### src/rtl/imm_packer.sv
// -----------------------------------------------------------------------------
// imm_packer
//
// Purpose:
//    Inserts a 32-bit immediate into the bit positions of a RISC-V style
//    instruction format (I/U/S/B/J). The result is built from a template word,
//    buffered in a small FIFO and streamed out over valid/ready. Each output
//    word carries a word address that advances by 4 per word, so the stream
//    can be used to load instruction memory.
//
// Ports:
//    clk        clock, all state changes on the rising edge
//    rst_n      asynchronous active-low reset
//    in_valid   request valid
//    in_ready   request accepted when in_valid && in_ready
//    in_ExtOp   format code: 000 I, 001 U, 010 S, 011 B, 100 J, others illegal
//    in_base    template instruction word
//    in_imm     immediate value to insert
//    out_valid  FIFO head valid
//    out_ready  consumer takes the head when out_valid && out_ready
//    out_instr  packed instruction at the FIFO head (0 when empty)
//    out_addr   address of the head word
//    err        sticky error flag
//    err_clr    synchronous clear of err (a same-cycle error event wins)
//    level      FIFO occupancy
//
// Optional feature:
//    IMM_PACKER_RANGE_CHECK_EN - when defined, an accepted immediate that is
//    not representable in its format also sets err. The word is still packed
//    (truncated) and enqueued.
// -----------------------------------------------------------------------------
module imm_packer #(
   parameter int          DEPTH     = 4,
   parameter int          ADDR_W    = 16,
   parameter int unsigned BASE_ADDR = 0
) (
   input  logic                       clk,
   input  logic                       rst_n,
   input  logic                       in_valid,
   output logic                       in_ready,
   input  logic [2:0]                 in_ExtOp,
   input  logic [31:0]                in_base,
   input  logic [31:0]                in_imm,
   output logic                       out_valid,
   input  logic                       out_ready,
   output logic [31:0]                out_instr,
   output logic [ADDR_W-1:0]          out_addr,
   output logic                       err,
   input  logic                       err_clr,
   output logic [$clog2(DEPTH):0]     level
);

   localparam int PW = $clog2(DEPTH);
   localparam int LW = PW + 1;
   localparam logic [LW-1:0] FULL_LEVEL = LW'(DEPTH);

   localparam logic [2:0] OP_I = 3'b000;
   localparam logic [2:0] OP_U = 3'b001;
   localparam logic [2:0] OP_S = 3'b010;
   localparam logic [2:0] OP_B = 3'b011;
   localparam logic [2:0] OP_J = 3'b100;

   logic [31:0]       mem [DEPTH];
   logic [PW-1:0]     wr_ptr_reg;
   logic [PW-1:0]     rd_ptr_reg;
   logic [LW-1:0]     level_reg;
   logic [LW-1:0]     level_next;
   logic [ADDR_W-1:0] addr_reg;
   logic              err_reg;
   logic              err_next;

   logic [31:0]       imm_mask;
   logic [31:0]       imm_bits;
   logic [31:0]       packed_word;
   logic              illegal_op;
   logic              err_event;
   logic              push;
   logic              pop;

   // -------------------------------------------------------------------------
   // Packing: each format names which template bits belong to the immediate
   // (mask) and where the immediate bits land (bits). Illegal codes leave the
   // template untouched.
   // -------------------------------------------------------------------------
   always_comb begin
      imm_mask   = '0;
      imm_bits   = '0;
      illegal_op = 1'b0;
      case (in_ExtOp)
         OP_I: begin
            imm_mask = 32'hFFF0_0000;
            imm_bits = {in_imm[11:0], 20'b0};
         end
         OP_U: begin
            imm_mask = 32'hFFFF_F000;
            imm_bits = {in_imm[31:12], 12'b0};
         end
         OP_S: begin
            imm_mask = 32'hFE00_0F80;
            imm_bits = {in_imm[11:5], 13'b0, in_imm[4:0], 7'b0};
         end
         OP_B: begin
            imm_mask = 32'hFE00_0F80;
            imm_bits = {in_imm[12], in_imm[10:5], 13'b0, in_imm[4:1], in_imm[11], 7'b0};
         end
         OP_J: begin
            imm_mask = 32'hFFFF_F000;
            imm_bits = {in_imm[20], in_imm[10:1], in_imm[11], in_imm[19:12], 12'b0};
         end
         default: begin
            illegal_op = 1'b1;
         end
      endcase
   end

   assign packed_word = (in_base & ~imm_mask) | imm_bits;

`ifdef IMM_PACKER_RANGE_CHECK_EN
   // An immediate fits when every bit above the format's top bit matches the
   // sign bit, and (for branch/jump) the implicit zero LSB really is zero.
   logic range_bad;

   always_comb begin
      range_bad = 1'b0;
      case (in_ExtOp)
         OP_I, OP_S: range_bad = !((&in_imm[31:11]) || !(|in_imm[31:11]));
         OP_B:       range_bad = !((&in_imm[31:12]) || !(|in_imm[31:12])) || in_imm[0];
         OP_J:       range_bad = !((&in_imm[31:20]) || !(|in_imm[31:20])) || in_imm[0];
         OP_U:       range_bad = (in_imm[11:0] != 12'h000);
         default:    range_bad = 1'b0;
      endcase
   end

   assign err_event = illegal_op || range_bad;
`else
   assign err_event = illegal_op;
`endif

   // -------------------------------------------------------------------------
   // Handshake. in_ready depends on registered occupancy only, so a pop in the
   // same cycle does not let a full FIFO accept.
   // -------------------------------------------------------------------------
   assign in_ready  = (level_reg != FULL_LEVEL);
   assign out_valid = (level_reg != '0);
   assign push      = in_valid && in_ready;
   assign pop       = out_valid && out_ready;

   always_comb begin
      level_next = level_reg;
      case ({push, pop})
         2'b10:   level_next = level_reg + LW'(1);
         2'b01:   level_next = level_reg - LW'(1);
         default: level_next = level_reg;
      endcase
   end

   // Set has priority over clear so a same-cycle error is never lost.
   always_comb begin
      err_next = err_reg;
      if (push && err_event) begin
         err_next = 1'b1;
      end else if (err_clr) begin
         err_next = 1'b0;
      end
   end

   // -------------------------------------------------------------------------
   // State registers
   // -------------------------------------------------------------------------
   always_ff @(posedge clk or negedge rst_n) begin
      if (!rst_n) begin
         wr_ptr_reg <= '0;
         rd_ptr_reg <= '0;
         level_reg  <= '0;
         addr_reg   <= ADDR_W'(BASE_ADDR);
         err_reg    <= 1'b0;
      end else begin
         if (push) begin
            wr_ptr_reg <= wr_ptr_reg + PW'(1);
         end
         if (pop) begin
            rd_ptr_reg <= rd_ptr_reg + PW'(1);
            addr_reg   <= addr_reg + ADDR_W'(4);
         end
         level_reg <= level_next;
         err_reg   <= err_next;
      end
   end

   // Storage needs no reset: the read side is gated by occupancy.
   always_ff @(posedge clk) begin
      if (push) begin
         mem[wr_ptr_reg] <= packed_word;
      end
   end

   assign out_instr = out_valid ? mem[rd_ptr_reg] : 32'h0000_0000;
   assign out_addr  = addr_reg;
   assign err       = err_reg;
   assign level     = level_reg;

endmodule

### config.mk
export PLATFORM = sky130hd
export DESIGN_NAME = imm_packer
export DESIGN_NICKNAME = d
export VERILOG_FILES = /design/src/rtl/imm_packer.sv
export SDC_FILE = /design/constraint.sdc
export NUM_CORES = 1
export LEC_CHECK = 0
export BUFFER_PORTS_ARGS = -buffer_cell sky130_fd_sc_hd__buf_2
export CAP_MARGIN = 10
export CORE_MARGIN = 5
export CORE_UTILIZATION = 59
export CTS_CLUSTER_DIAMETER = 60
export CTS_CLUSTER_SIZE = 8
export DETAILED_ROUTE_END_ITERATION = 10
export HOLD_SLACK_MARGIN = 0.05
export PLACE_DENSITY_LB_ADDON = 0.12
export SETUP_SLACK_MARGIN = 0.2
export SLEW_MARGIN = 20
export SYNTH_ARGS = -nofsm -noshare
export SYNTH_HDL_FRONTEND = slang
export SYNTH_SLANG_ARGS = --single-unit
### constraint.sdc
create_clock -name clk -period 5.7 [get_ports clk]
set_input_delay 0 -clock clk [delete_from_list [all_inputs] [get_ports clk]]
set_output_delay 0 -clock clk [all_outputs]
set_load 0.005 [all_outputs]
==> metrics.md <==
| Metric | Value |
|---|---|
| Status | `finished clean` |
| Metal2 WL | `7.397 mm` |
| Fin Hold WS | `68.89 ps` |
| Gpl congestion | `0.7775` |
| Layout area overhead | `29.17%` |
| CTS sink count | `150` |
| Nets@finish | `638` |
| Fin. Hold Viols | `0` |
| Max Fclk | `405.3 MHz` |
| I/O pin total | `126` |
| Number of flops mapped to enable cells by yosys | `128` |
| CP bufs+invs | `2` |
| Synth top area share | `59.11%` |
| Synth Flop Type | `edfxtp_1` |
| Post-route ant nets | `0` |
| Worst setup margin | `3233 ps` |
| Slew Limit Fails | `0` |
| Cells after Synth | `371` |
| Critical Path Max Stage Delay | `600 ps` |
| Worst Tran Pin Value | `905.0 ps` |
| Yosys cell types | `41` |
| Clock slew at reported path FFs | `60 ps` |
| Port bufs | `123` |
| Vias | `3956` |
| VDD IR max | `0.2641 mV` |
| Chip width | `115.0 µm` |
| Vias in the first global route | `4275` |
| H-Tree Depth | `4` |
| Top Layer Used | `met4` |
| Psw | `1111 µW` |
| DIE AREA | `0.01322 mm²` |
| Clock Latency Late Sink | `520 ps` |
| Avg WL per Cell | `19.56 µm` |
| Pre-CTS WS | `3392 ps` |
| Combinational fraction of design power | `29.9%` |
| CP required | `5700 ps` |
| Rel. slew slack | `39.67%` |
| Fillers | `625` |
| Synth area leader | `edfxtp_1` |
| Clock share of power | `28.4%` |
| Die height | `115.0 µm` |
| Yosys Warn Count | `0` |
| Final period utilization | `43.28%` |
| Max FFs per register | `128` |
| DR pass1 iterations | `4` |
| Worst Path Arrival | `2470 ps` |
| Clk_skew | `8.761 ps` |
| Worst-path cell chain | `buf_4 > mux4_2 > and2_1 > buf_2` |
| Crit path max fanout | `26` |
| Pwr dens | `463.7 mW/mm²` |
| Setup total negative slack | `0 ps` |
| Routed met1 length | `5.303 mm` |
| Met3 wire len | `968 µm` |
| DRC | `0` |
| Post-CTS Resized | `0` |
| Synthesis-stage register bit count | `150` |
| Critical path capture point type | `output pin` |
| P_leak | `0.003222 µW` |
| Synth area leaders | `edfxtp_1, mux4_2, dfrtp_1` |
| Initial antenna violation count | `0` |
| Hold crit path type | `in -> reg` |
| Diode count | `0` |
| Seq pwr share | `41.7%` |
| Sequential area share after synthesis | `67.58%` |
| Share of cells above drive strength 1 | `37.37%` |
| Drt total wl | `13.89 mm` |
| Largest net degree at the start of global routing | `37` |
| Crit path max-delay family | `buffers and inverters` |
| CP max-delay cell | `mux4_2` |
| Post-detail-place hpwl | `8.247 mm` |
| Vias per inst | `5.572` |
| Grt total ovfl | `0` |
| Core ar. | `0.01084 mm²` |
| Syn_area_per_cell | `17.53 µm²` |
| Max_cap viols | `0` |
| Post-synth ARST share | `14.67%` |
| Crit Path Class | `reg -> out` |
| Count of final setup violators | `0` |
| Row count | `38` |
| CTS buffer count | `17` |
| Minimum clock period | `2467 ps` |
| Sw frac | `28.52%` |
| Crit start category | `flip-flop` |
| Unrepaired setup endpoints after global routing | `no` |
| Clock tree buffer depth | `2` |
| Global-route wire length before repair | `22.31 mm` |
| Initial drt markers | `253` |
| Starting Density | `59.98%` |
| Root Driver | `clkbuf_8` |
| Internal | `2784 µW` |
| TritonCTS clock tree | `built` |
| All-Layer GR Usage | `22.65%` |
| Cell Area, Synth | `0.006502 mm²` |
[cell usage in the layout (no fill, tap or decap), drive strengths merged, types with 5 or more instances in the layout]
cell type	Yosys	layout
a22oi	12	12
and2	33	33
and3	5	5
buf	13	126
clkbuf	7	17
clkinv	0	8
dfrtp	22	22
dlygate4sd3	0	62
edfxtp	128	128
ha	6	6
inv	14	14
mux2	14	14
mux4	32	32
nand2	6	6
nor2	10	10
o21ai	7	7
o22a	8	8
xnor2	10	10
xor2	9	9
[worst min-delay path, delay by kind of cell]
kind                   cells  cell delay [ps]
AO/OA/AOI/OAI              2              350
buffers and inverters      1               90
[metal layers]
layer | vias to the layer above | GRT usage, %
met4 | 0 | 8.685
met2 | 163 | 39.00
li1 | 1816 | -
met3 | 20 | 5.895
met5 | - | 0
met1 | 1957 | 27.59
[path summary, 6_finish.rpt]
check | slack (ps) | endpoint | depth (start not counted) | from
max in group asynchronous | 5240 | rd_ptr_reg[0] | 3 | rst_n
worst min register to register | 460 | out_addr[15] | 1 | out_addr[15]
worst max register to register | 3400 | level[2] | 10 | level[0]
worst min-delay path | 70 | mem[2][24] | 3 | in_imm[24]
worst max-delay path | 3230 | out_instr[7] | 4 | rd_ptr_reg[0]
min in group asynchronous | 80 | out_addr[11] | 3 | rst_n
[power groups by stage]
stage / Clock, µW / Sequential (µW) / Combinational, µW
floorplan: 0 / 1560 / 798
global placement: 0 / 1630 / 1120
detailed placement: 0 / 1650 / 1140
CTS: 1120 / 1630 / 1190
global route: 1170 / 1650 / 1280
finish: 1110 / 1620 / 1160
[cells in the mapped netlist (2+ instances only)]
master    instances
buf_6             4
nand2_1           4
nand2b_1          3
xor2_1            9
nand3_1           3
mux2_2           14
a211oi_1          2
edfxtp_1        128
and2_1           32
ha_1              6
a22oi_1          12
buf_2             6
mux4_2           32
nor2_1           10
xnor2_1          10
dfrtp_1          22
nor3_1            4
buf_4             3
nor4_4            2
nand2_2           2
o21ai_0           7
inv_1            14
clkbuf_1          7
o22a_1            8
and3_1            5
a21oi_1           3
or3_1             2
nor2b_1           4
[cell families after synthesis]
logic type	after synthesis	synth area share, %
mux	47	13.66
fa+ha+maj	7	1.462
other cells	1	0.05767
xor+xnor	19	2.559
compound gates	38	4.637
buf+inv	34	2.713
simple gates	75	7.331
flops	150	67.58
[layout make-up]
type,instances,area (µm²),share of cell area [%]
Clock buffer,17,414.1,4.931
Clock inverter,13,163.9,1.951
Inverter,14,52.55,0.6257
Multi-Input combinational cell,188,1941,23.10
Sequential cell,150,4397,52.35
Tap cell,140,175.2,2.086
Timing Repair Buffer,188,1256,14.96
[through the flow]
| step | util, % | power [µW] | area [µm²] | std cells |
|---|---|---|---|---|
| 6_report | 77.48 | 3895 | 8399 | 710 |
| 5_1_grt | 77.48 | 4106 | 8399 | 710 |
| 4_1_cts | 77.53 | 3943 | 8404 | 710 |
| 3_5_place_dp | 66.38 | 2789 | 7196 | 617 |
| 3_3_place_gp | 66.38 | 2753 | 7196 | 617 |
| 2_1_floorplan | - | 2355 | 6506 | 372 |
[timing repair]
| item | 4_1_cts | 5_1_grt |
|---|---|---|
| setup buffers | 0 | 0 |
| hold buffers | 63 | 0 |
| setup endpoints to repair | 0 | 0 |
| endpoints found under the hold margin | 167 | 0 |
Power figures use the tool's default switching activity.
